## src/rtl/axi_err_responder.sv

```systemverilog
// AXI4 subordinate that answers every write and read burst with an error response.
// Write and read sides run independent single-outstanding FSMs; completions are counted.
module axi_err_responder #(
  parameter int          ID_WIDTH   = 4,
  parameter int          ADDR_WIDTH = 64,
  parameter int          DATA_WIDTH = 128,
  parameter logic [1:0]  ERR_RESP   = 2'b10,
  parameter int          CNT_WIDTH  = 16
) (
  input  logic                    clk_i,
  input  logic                    rst_ni,
  input  logic [ID_WIDTH-1:0]     s_AWID,
  input  logic [ADDR_WIDTH-1:0]   s_AWADDR,
  input  logic [7:0]              s_AWLEN,
  input  logic [2:0]              s_AWSIZE,
  input  logic [1:0]              s_AWBURST,
  input  logic                    s_AWLOCK,
  input  logic [3:0]              s_AWCACHE,
  input  logic [2:0]              s_AWPROT,
  input  logic                    s_AWVALID,
  output logic                    s_AWREADY,
  input  logic [DATA_WIDTH-1:0]   s_WDATA,
  input  logic [DATA_WIDTH/8-1:0] s_WSTRB,
  input  logic                    s_WLAST,
  input  logic                    s_WVALID,
  output logic                    s_WREADY,
  output logic [ID_WIDTH-1:0]     s_BID,
  output logic [1:0]              s_BRESP,
  output logic                    s_BVALID,
  input  logic                    s_BREADY,
  input  logic [ID_WIDTH-1:0]     s_ARID,
  input  logic [ADDR_WIDTH-1:0]   s_ARADDR,
  input  logic [7:0]              s_ARLEN,
  input  logic [2:0]              s_ARSIZE,
  input  logic [1:0]              s_ARBURST,
  input  logic                    s_ARLOCK,
  input  logic [3:0]              s_ARCACHE,
  input  logic [2:0]              s_ARPROT,
  input  logic                    s_ARVALID,
  output logic                    s_ARREADY,
  output logic [ID_WIDTH-1:0]     s_RID,
  output logic [DATA_WIDTH-1:0]   s_RDATA,
  output logic [1:0]              s_RRESP,
  output logic                    s_RLAST,
  output logic                    s_RVALID,
  input  logic                    s_RREADY,
  output logic [CNT_WIDTH-1:0]    wr_err_cnt_o,
  output logic [CNT_WIDTH-1:0]    rd_err_cnt_o,
  output logic                    busy_o
);

  typedef enum logic [1:0] {
    W_IDLE = 2'd0,
    W_DATA = 2'd1,
    W_RESP = 2'd2
  } wr_state_e;

  typedef enum logic {
    R_IDLE = 1'b0,
    R_DATA = 1'b1
  } rd_state_e;

  wr_state_e             wr_state_r, wr_state_s;
  rd_state_e             rd_state_r, rd_state_s;
  logic [ID_WIDTH-1:0]   wr_id_r;
  logic [ID_WIDTH-1:0]   rd_id_r;
  logic [7:0]            rd_len_r;
  logic [7:0]            rd_beat_r;
  logic [CNT_WIDTH-1:0]  wr_cnt_r;
  logic [CNT_WIDTH-1:0]  rd_cnt_r;
  logic                  aw_hs_s, w_last_hs_s, b_hs_s, ar_hs_s, r_hs_s, r_last_s;
  logic                  unused_s;

  // Saturating increment: counters stick at all-ones instead of wrapping.
  function automatic logic [CNT_WIDTH-1:0] sat_inc(input logic [CNT_WIDTH-1:0] v);
    if (&v) begin
      return v;
    end else begin
      return v + CNT_WIDTH'(1'b1);
    end
  endfunction

  // Address, size, burst and write payload are accepted but never used.
  assign unused_s = ^{s_AWADDR, s_AWLEN, s_AWSIZE, s_AWBURST, s_AWLOCK, s_AWCACHE, s_AWPROT,
                      s_WDATA, s_WSTRB, s_ARADDR, s_ARSIZE, s_ARBURST, s_ARLOCK, s_ARCACHE,
                      s_ARPROT};

  assign s_AWREADY    = (wr_state_r == W_IDLE);
  assign s_WREADY     = (wr_state_r == W_DATA);
  assign s_BVALID     = (wr_state_r == W_RESP);
  assign s_BID        = wr_id_r;
  assign s_BRESP      = ERR_RESP;
  assign s_ARREADY    = (rd_state_r == R_IDLE);
  assign s_RVALID     = (rd_state_r == R_DATA);
  assign s_RID        = rd_id_r;
  assign s_RDATA      = {DATA_WIDTH{1'b0}};
  assign s_RRESP      = ERR_RESP;
  assign r_last_s     = (rd_state_r == R_DATA) && (rd_beat_r == rd_len_r);
  assign s_RLAST      = r_last_s;
  assign wr_err_cnt_o = wr_cnt_r;
  assign rd_err_cnt_o = rd_cnt_r;
  assign busy_o       = (wr_state_r != W_IDLE) || (rd_state_r != R_IDLE);

  assign aw_hs_s     = s_AWVALID & s_AWREADY;
  assign w_last_hs_s = s_WVALID & s_WREADY & s_WLAST;
  assign b_hs_s      = s_BVALID & s_BREADY;
  assign ar_hs_s     = s_ARVALID & s_ARREADY;
  assign r_hs_s      = s_RVALID & s_RREADY;

  // State registers for both FSMs.
  always_ff @(posedge clk_i or negedge rst_ni) begin
    if (!rst_ni) begin
      wr_state_r <= W_IDLE;
      rd_state_r <= R_IDLE;
    end else begin
      wr_state_r <= wr_state_s;
      rd_state_r <= rd_state_s;
    end
  end

  // Write FSM next state: AWLEN is ignored, only WLAST closes the burst.
  always_comb begin
    wr_state_s = wr_state_r;
    case (wr_state_r)
      W_IDLE: begin
        if (aw_hs_s) wr_state_s = W_DATA;
        else         wr_state_s = W_IDLE;
      end
      W_DATA: begin
        if (w_last_hs_s) wr_state_s = W_RESP;
        else             wr_state_s = W_DATA;
      end
      W_RESP: begin
        if (b_hs_s) wr_state_s = W_IDLE;
        else        wr_state_s = W_RESP;
      end
      default: wr_state_s = W_IDLE;
    endcase
  end

  // Read FSM next state.
  always_comb begin
    rd_state_s = rd_state_r;
    case (rd_state_r)
      R_IDLE: begin
        if (ar_hs_s) rd_state_s = R_DATA;
        else         rd_state_s = R_IDLE;
      end
      R_DATA: begin
        if (r_hs_s && r_last_s) rd_state_s = R_IDLE;
        else                    rd_state_s = R_DATA;
      end
      default: rd_state_s = R_IDLE;
    endcase
  end

  // Captured request fields, read beat tracking and completion counters.
  always_ff @(posedge clk_i or negedge rst_ni) begin
    if (!rst_ni) begin
      wr_id_r   <= {ID_WIDTH{1'b0}};
      rd_id_r   <= {ID_WIDTH{1'b0}};
      rd_len_r  <= 8'd0;
      rd_beat_r <= 8'd0;
      wr_cnt_r  <= {CNT_WIDTH{1'b0}};
      rd_cnt_r  <= {CNT_WIDTH{1'b0}};
    end else begin
      if (aw_hs_s) begin
        wr_id_r <= s_AWID;
      end
      if (b_hs_s) begin
        wr_cnt_r <= sat_inc(wr_cnt_r);
      end
      if (ar_hs_s) begin
        rd_id_r   <= s_ARID;
        rd_len_r  <= s_ARLEN;
        rd_beat_r <= 8'd0;
      end else if (r_hs_s) begin
        rd_beat_r <= rd_beat_r + 8'd1;
      end
      if (r_hs_s && r_last_s) begin
        rd_cnt_r <= sat_inc(rd_cnt_r);
      end
    end
  end

endmodule

```

## config.mk

```make
export PLATFORM = sky130hd
export DESIGN_NAME = axi_err_responder
export DESIGN_NICKNAME = d
export VERILOG_FILES = /design/src/rtl/axi_err_responder.sv
export SDC_FILE = /design/constraint.sdc
export NUM_CORES = 1
export LEC_CHECK = 0
export BUFFER_PORTS_ARGS = -buffer_cell sky130_fd_sc_hd__buf_2
export CAP_MARGIN = 20
export CORE_AREA = 3 3 198 200
export DETAILED_ROUTE_END_ITERATION = 8
export DIE_AREA = 0 0 201 203
export PLACE_DENSITY_LB_ADDON = 0.08
export SETUP_SLACK_MARGIN = 0.3
export SYNTH_ARGS = -nofsm -noshare
export SYNTH_HDL_FRONTEND = slang
export SYNTH_SLANG_ARGS = --single-unit
```

## constraint.sdc

```tcl
create_clock -name clk_i -period 2.4 [get_ports clk_i]
set_clock_uncertainty 0.15 [all_clocks]
set_input_delay 0.36 -clock clk_i [delete_from_list [all_inputs] [get_ports clk_i]]
set_output_delay 0.36 -clock clk_i [all_outputs]
set_load 0.01 [all_outputs]
```

==> impl_metrics.csv, run 1 <==
group,metric,value,unit
worst_setup_path,cp_max_fo,7,
routing,drc_errors,0,
synth,async_flop_share,100,%
global_route,antenna_found_initial,1,
worst_setup_path,critical_path_class,"flop to flop",
die,io_pins,509,
worst_setup_path,start_kind,"flop",
die,start_util,10.0,%
sta,period_minus_slack,2.26,ns
die,core_area,37600,um^2
worst_setup_path,critPathArrivalTime,2.33,ns
synth,netlist.area_leader.share,39.3,%
worst_setup_path,r2r_slack,0.14,ns
sta,rsz0062_at_grt,"yes",
power,p_leak,2.41,nW
synth,ys_warn_count,0,
sta,setup_viol,0,
run_status,outcome,"finished clean",
clocking,clk_pin_slew,0.06,ns
placement,gp_congestion,0.703,
finish,antenna_cells,0,
sta,worstMarginPinSlew,0.502,ns
synth,ys_seq_area_share,39.3,%
job,drv_cap,0,
power,vdd_drop_max,0.286,mV
worst_setup_path,rr_endpoint,"rd_err_cnt_o[1]",
synth,synth_cell_types,43,
synth,yosysTopAreaCell,"dfrtp_1",
sta,drv_slew,0,
clocking,cts-root-buf,"clkbuf_16",
clocking,cts_buffers,9,
power,p_per_area,757,nW/um^2
global_route,grt_pass1_vias,2652,
worst_setup_path,required,2.47,ns
finish,final_cell_mix,"conb_1 (132), buf_2 (69), dfrtp_1 (56)",
die,die_x,201,um
routing,ant_nets,0,
worst_setup_path,r2r_cells,8,
finish,instances_no_fill,994,
global_route,overflow,0,
placement,port_buffers,70,
global_route,grt_max_degree,43,
routing,finalWirelength,10600,um
synth,ys_ff_latch,59,
synth,syn_area,3760,um^2
placement,place_area,4390,um^2
synth,yosys_most_used_dff,"dfrtp_1",
worst_setup_path,critPathCaptureType,"flop",
sta,fin_setup_tns,0,ns
synth,synth.area.top_cells,"dfrtp_1 (39%), buf_4 (26%), mux2_2 (5.1%)",
finish,nets,812,
placement,place_hpwl,8240,um
worst_hold_path,hold_path_class,"input pin to flop",
synth,synth-edff-count,0,
finish,area_growth_syn_to_layout,30.6,%
global_route,grt_pass1_wl,16200,um
clocking,cts_max_level,3,
routing,drt_iter0_drc,68,
routing,vias_per_cell,2.60,
routing,detail_route.wl_per_cell,10.7,um
routing,via_count,2581,
finish,stdcell_area,4900,um^2
routing,drt_pass1_iterations,4,
clocking,cts.sinks,59,
sta,timing.slew.headroom,66.6,%
synth,synthCells,378,
die,die_y,203,um
finish,mostFrequentLayoutCell,"conb_1",
sta,finalCritPeriodShare,94.2,%
worst_setup_path,reg2reg_from,"rd_len_r[0]",
synth,syn_avg_cell_area,9.94,um^2
global_route,grt_use_total,5.19,%
finish,drive_above_1_share,32.3,%
worst_setup_path,worstSetupEndpoint,"rd_err_cnt_o[1]",
die,die_area,40800,um^2
clocking,tritoncts,"done",
sta,fmax,442,MHz
clocking,worstSkewPairLatency,0.34,ns
sta,hold_violations,0,
clocking,ctsLongestPathBuffers,2,
die,rows,71,
worst_setup_path,startpoint,"rd_len_r[0]",
placement,dp.cells,970,
cells by family (layout without fill, tap and decap cells):
| family | Yosys count | after routing | share of synthesized area [%] |
|---|---|---|---|
| flops | 59 | 59 | 39.3 |
| xor+xnor | 31 | 31 | 7.23 |
| simple gates | 96 | 96 | 14.3 |
| other cells | 2 | 132 | 0.200 |
| fa+ha+maj | 3 | 3 | 0.999 |
| compound gates | 25 | 25 | 4.56 |
| mux | 20 | 20 | 6.00 |
| buf+inv | 142 | 117 | 27.4 |
metrics by stage:
stage / power [mW] / utilization [%] / worst slack, ns / hold WS (ns)
5_1_grt: 3.99 / 13.1 / 0.0338 / 0.0809
2_1_floorplan: 2.09 / - / 0.191 / -0.0856
3_3_place_gp: 2.33 / 11.7 / 0.164 / 0.222
6_report: 3.71 / 13.1 / 0.139 / 0.0969
4_1_cts: 3.79 / 12.9 / -0.0427 / 0.0726
3_5_place_dp: 2.33 / 11.7 / 0.170 / 0.226
worst min-delay path by stage:
stage,cells past startpoint,endpoint,from
finish,2,wr_state_r[0],s_WVALID
global route,2,s_BID[1],s_AWID[1]
CTS,2,wr_state_r[0],s_WVALID
detailed placement,1,s_BID[2],rst_ni
global placement,1,s_BID[2],rst_ni
floorplan,0,rd_beat_r[0],rst_ni
where the power goes:
group	leakage, nW	internal [mW]	total (mW)	switching (mW)
Sequential	0.761	1.21	1.39	0.178
Combinational	1.51	0.456	0.975	0.519
Clock	0.146	0.854	1.35	0.494
Total	2.41	2.52	3.71	1.19
timing repair:
| action | CTS | global route |
|---|---|---|
| buffers inserted | 6 | 2 |
| hold buffers | 1 | 0 |
| gates resized for setup | 18 | 11 |
| endpoints found under the setup margin | 15 | 19 |
| pin swaps | 9 | 8 |
| endpoints found under the hold margin | 17 | 0 |
worst max-delay path, cell delays in order, from the launching register on:
cell	delay, ns
dfrtp_1	0.38
nor2b_1	0.13
a2111o_1	0.39
nor4_4	0.21
buf_4	0.19
buf_6	0.10
o211ai_4	0.12
buf_12	0.19
mux2_4	0.29
per-layer routing:
metal	up-vias	track usage, %	routed length, um
li1	1200	-	-
met1	1240	6.16	4620
met2	128	8.24	4900
met3	11	2.41	898
met4	2	1.88	162
met5	-	0	13
cell type report:
cell class / count / area (um^2)
clock buffer: 13 / 260
clock inverter: 2 / 35.0
fill: 4301 / 32700
inverter: 7 / 26.3
multi-input combinational: 307 / 1880
sequential: 59 / 1480
tap: 511 / 639
timing repair buffer: 95 / 579
cells in the mapped netlist (all sizes together), types with 6 or more instances:
cell and count:
nor2 14, nand3 13, xor2 13, inv 7
nand4 10, nor3 6, dfrtp 59, o21ai 13
xnor2 18, buf 133, mux2 20, and3 10
nand2 24, nor2b 6
state kept, by name, indices dropped and copies added, names as in the netlist:
signal and cells:
rd_beat_r 8, rd_err_cnt_o 16, rd_len_r 8, s_BID 4
s_RID 4, s_RVALID 1, wr_err_cnt_o 16, wr_state_r 2
No activity file was read; power rests on OpenSTA's default activity.
==> run 2: changes to the inputs <==
==> constraint.sdc (replaced) <==
create_clock -name clk_i -period 2.4 [get_ports clk_i]
set_clock_uncertainty 0.15 [all_clocks]
set_input_delay 0 -clock clk_i [delete_from_list [all_inputs] [get_ports clk_i]]
set_output_delay 0 -clock clk_i [all_outputs]
set_load 0.01 [all_outputs]
==> impl_metrics.csv, run 2 (synthesis results as in run 1) <==
group,metric,value,unit
run_status,outcome,"finished clean",
placement,place_hpwl,8040,um
sta,fin_setup_tns,0,ns
sta,rsz0062_at_grt,"yes",
worst_setup_path,max_stage_delay,0.42,ns
sta,fmax,458,MHz
finish,nets,831,
worst_setup_path,critical_path_class,"flop to flop",
global_route,grt_pass1_wl,16500,um
finish,drive_above_1_share,29.9,%
clocking,clk_pin_slew,0.06,ns
worst_hold_path,hold_path_class,"input pin to async pin",
global_route,antenna_found_initial,1,
placement,gp_congestion,0.722,
die,die_x,201,um
worst_setup_path,worst_path_most_repeated_cell,"nor4_4",
placement,port_buffers,70,
finish,final_util,13.5,%
sta,drv_slew,0,
die,io_pins,509,
placement,pre_cts_ws,0.166,ns
finish,fillers,4300,
clocking,cts_max_level,3,
routing,via_count,2637,
worst_setup_path,critPathCaptureType,"flop",
routing,finalWirelength,10800,um
worst_setup_path,crit_buf_inv,1,
die,die_y,203,um
worst_setup_path,crit_chain,"xnor2_1 -> nand3_2 -> nor4_4 -> nand2_2 -> buf_6 -> nor4_4 -> mux2_4",
sta,period_minus_slack,2.19,ns
routing,ant_nets,0,
finish,stdcell_area,5090,um^2
sta,hold_violations,0,
die,die_area,40800,um^2
clocking,tritoncts,"done",
clocking,worstSkewPairLatency,0.34,ns
power,p_per_area,749,nW/um^2
die,rows,71,
worst_setup_path,cp_top_family,"simple AND/OR/NAND/NOR gates",
job,drv_cap,0,
worst_setup_path,cp_slowest_cell,"dfrtp_1",
finish,instances_no_fill,1014,
worst_setup_path,required,2.48,ns
finish,final_cell_mix,"conb_1 (132), buf_2 (69), dfrtp_1 (57)",
clocking,cts.sinks,59,
global_route,grt_pass1_vias,2686,
routing,detail_route.wl_per_cell,10.7,um
routing,drt_iter0_drc,54,
worst_setup_path,critPathArrivalTime,2.26,ns
routing,drc_errors,0,
sta,fin_ws,0.215,ns
die,start_util,10.0,%
sta,holdWs,0.0557,ns
sta,setup_viol,0,
power,p_leak,2.45,nW
sta,finalCritPeriodShare,91.1,%
routing,drt_pass1_iterations,4,
worst_setup_path,reg2reg_from,"rd_beat_r[5]",
power,vdd_drop_max,0.287,mV
clocking,cts-root-buf,"clkbuf_16",
worst_setup_path,cp_max_fo,5,
finish,mostFrequentLayoutCell,"conb_1",
global_route,grt_max_degree,60,
clocking,ctsLongestPathBuffers,2,
placement,place_area,4370,um^2
power,total_power,3.81,mW
worst_setup_path,start_kind,"flop",
global_route,grt_use_total,5.31,%
placement,dp.cells,968,
finish,area_growth_syn_to_layout,35.4,%
worst_setup_path,startpoint,"rd_beat_r[5]",
clocking,cts_buffers,9,
global_route,overflow,0,
routing,vias_per_cell,2.60,
die,core_area,37600,um^2
==> run 2: changes by cell type in the layout (fill, tap and decap cells not counted), sizes merged <==
cell and change:
buf -4, dlygate4sd3 +22, diode +1, clkinv -1
clkbuf +1, o211ai +1
==> run 2: report_power, final <==
group | leakage (nW) | internal (mW) | total [mW] | switching (mW)
logic | 1.53 | 0.474 | 1.01 | 0.536
registers | 0.763 | 1.21 | 1.38 | 0.173
clock network | 0.155 | 0.913 | 1.42 | 0.504
total | 2.45 | 2.60 | 3.81 | 1.21
==> run 2: tightest hold or removal path, stage by stage <==
cell           delay [ns]
dlygate4sd3_1        0.51
buf_2                0.12
buf_12               0.31
==> run 2: final cells by class <==
cell class                 instances  area, um^2  share of cell area, %
clock inverter                     1        30.0                  0.590
inverter                           7        26.3                  0.516
multi-input combinational        308        1870                   36.7
timing repair buffer             113         761                   15.0
tap                              511         639                   12.6
clock buffer                      14         284                   5.58
antenna                            1        2.50                 0.0492
sequential                        59        1480                   29.1
==> run 2: routing by layer <==
metal	wire, um	GRT usage (%)	up-vias	part of all wire [%]
li1	-	-	1246	-
met1	4830	6.49	1264	45
met2	5080	8.50	118	47
met3	764	2.04	9	7.1
met4	148	1.96	0	1.4
met5	0	0	-	0
==> run 2: timing repair <==
action                                  in CTS  in global routing
setup buffers                                4                  2
pin swaps                                    4                  2
endpoints found under the hold margin       79                  0
cloned                                       1                  0
hold buffers                                23                  0
endpoints found under the setup margin      14                 18
resized for setup                            5                 16
==> run 2: path summary, 6_finish.rpt <==
check / slack (ns) / cells after the start / endpoint
max in group asynchronous: 1.72 / 3 / rd_beat_r[0]
max reg2reg: 0.21 / 7 / rd_err_cnt_o[14]
max: 0.21 / 7 / rd_err_cnt_o[14]
min in group clk_i: 0.08 / 6 / wr_err_cnt_o[2]
min reg2reg: 0.35 / 1 / wr_err_cnt_o[7]
min: 0.06 / 3 / s_BID[2]
==> run 3: changes to the inputs <==
--- a/config.mk
+++ b/config.mk
@@ -7,9 +7,9 @@
 export LEC_CHECK = 0
 export BUFFER_PORTS_ARGS = -buffer_cell sky130_fd_sc_hd__buf_2
 export CAP_MARGIN = 20
-export CORE_AREA = 3 3 198 200
+export CORE_AREA = 3 3 194 196
 export DETAILED_ROUTE_END_ITERATION = 8
-export DIE_AREA = 0 0 201 203
+export DIE_AREA = 0 0 197 199
 export PLACE_DENSITY_LB_ADDON = 0.08
 export SETUP_SLACK_MARGIN = 0.3
 export SYNTH_ARGS = -nofsm -noshare
==> constraint.sdc (replaced) <==
create_clock -name clk_i -period 2.28 [get_ports clk_i]
set_clock_uncertainty 0.15 [all_clocks]
set_input_delay 0 -clock clk_i [delete_from_list [all_inputs] [get_ports clk_i]]
set_output_delay 0 -clock clk_i [all_outputs]
set_load 0.01 [all_outputs]
==> impl_metrics.csv, run 3 (synthesis results as in run 1) <==
group,metric,value,unit
die,die_area,39200,um^2
sta,drv_slew,0,
die,die_y,199,um
die,rows,70,
routing,drc_errors,0,
finish,final_util,14.4,%
power,p_per_area,807,nW/um^2
global_route,overflow,0,
sta,timing.slew.headroom,64.2,%
die,core_area,36300,um^2
job,drv_cap,0,
sta,worstMarginPinSlew,0.537,ns
worst_setup_path,critical_path_class,"flop to flop",
sta,holdWs,0.0224,ns
sta,rsz0062_at_grt,"yes",
finish,final_cell_mix,"conb_1 (132), buf_2 (69), dfrtp_1 (57)",
worst_setup_path,cp_max_fo,5,
global_route,antenna_found_initial,2,
worst_setup_path,critPathCaptureType,"flop",
clocking,cts-root-buf,"clkbuf_16",
run_status,outcome,"finished clean",
clocking,cts.sinks,59,
clocking,clk_pin_slew,0.06,ns
worst_setup_path,r2r_slack,0.07,ns
placement,gp_congestion,0.646,
sta,period_minus_slack,2.21,ns
routing,finalWirelength,11100,um
worst_setup_path,reg2reg_from,"rd_len_r[0]",
global_route,grt_pass1_vias,2604,
global_route,grt_use_total,5.52,%
sta,finalCritPeriodShare,96.7,%
worst_setup_path,required,2.35,ns
die,io_pins,509,
worst_setup_path,critPathArrivalTime,2.27,ns
clocking,worstSkewPairLatency,0.34,ns
clocking,tritoncts,"done",
worst_setup_path,rr_endpoint,"rd_err_cnt_o[1]",
worst_hold_path,hold_path_class,"input pin to async pin",
die,die_x,197,um
finish,fillers,4122,
finish,nets,844,
placement,port_buffers,70,
routing,vias_per_cell,2.72,
routing,drt_pass1_iterations,3,
routing,ant_nets,0,
finish,seqCellArea,1480,um^2
routing,drt_iter0_drc,99,
finish,area_growth_syn_to_layout,39.4,%
routing,via_count,2681,
clocking,cts_buffers,9,
power,vdd_drop_max,0.344,mV
worst_setup_path,r2r_cells,7,
clocking,cts_max_level,3,
sta,setup_viol,0,
global_route,grt_max_degree,42,
sta,fmax,453,MHz
worst_setup_path,startpoint,"rd_len_r[0]",
die,start_util,10.4,%
sta,fin_setup_tns,0,ns
finish,multi_input_area,1910,um^2
finish,drive_above_1_share,33.3,%
routing,detail_route.wl_per_cell,11.2,um
clocking,ctsLongestPathBuffers,2,
finish,mostFrequentLayoutCell,"conb_1",
sta,hold_violations,0,
placement,place_hpwl,8210,um
worst_setup_path,start_kind,"flop",
global_route,grt_pass1_wl,16100,um
worst_setup_path,worstSetupEndpoint,"rd_err_cnt_o[1]",
power,p_leak,2.56,nW
-- run 3: layer usage --
metal | wire, um | vias to the layer above | part of all wire [%] | global-route usage, %
met1 | 4950 | 1283 | 45 | 7.22
li1 | - | 1266 | - | -
met4 | 158 | 2 | 1.4 | 1.90
met3 | 799 | 12 | 7.2 | 2.24
met5 | 13 | - | 0.12 | 0
met2 | 5130 | 118 | 46 | 8.22
-- run 3: area by class of cell --
class	count	share of cell area (%)
Antenna cell	1	0.0478
Clock buffer	12	5.09
Clock inverter	4	1.82
Inverter	7	0.502
Multi-Input combinational cell	308	36.4
Sequential cell	59	28.3
Tap cell	468	11.2
Timing Repair Buffer	126	16.7
-- run 3: timing repair --
action / in CTS / in global routing
endpoints found under the setup margin: 19 / 22
hold buffers: 23 / 0
setup buffers: 3 / 1
pin swaps: 0 / 3
gates resized for setup: 15 / 17
cloned: 1 / 0
hold endpoints to repair: 79 / 0
-- run 3: critical path, stage by stage (launching register included) --
cell      delay, ns
dfrtp_1        0.38
nor2b_4        0.12
a2111o_1       0.43
nor4_4         0.21
buf_4          0.17
buf_8          0.12
o211ai_4       0.15
mux2_4         0.34
-- run 3: per-stage QoR --
step	instance area, um^2	std cells	setup slack (ns)	power, mW
global route	5230	984	-0.0419	4.52
global placement	4450	940	-0.0122	2.46
detailed placement	4450	940	0.00623	2.47
floorplan	4280	508	0.0707	2.20
CTS	5150	983	0.0420	4.33
finish	5240	985	0.0742	4.22
-- run 3: worst min-delay path by stage --
stage / startpoint / to / slack [ns]
after global routing: rst_ni / s_BID[0] / 0.08
after CTS: rst_ni / s_BID[1] / 0.03
after floorplan: rst_ni / rd_beat_r[0] / -0.45
final: rst_ni / s_BID[1] / 0.02
after detailed placement: rst_ni / s_BID[1] / -0.13
after global placement: rst_ni / s_BID[1] / -0.13
-- run 3: where the power goes --
| group | switching [mW] | leakage, nW | internal [mW] |
|---|---|---|---|
| Clock | 0.534 | 0.179 | 1.16 |
| Combinational | 0.563 | 1.62 | 0.518 |
| Sequential | 0.183 | 0.762 | 1.27 |
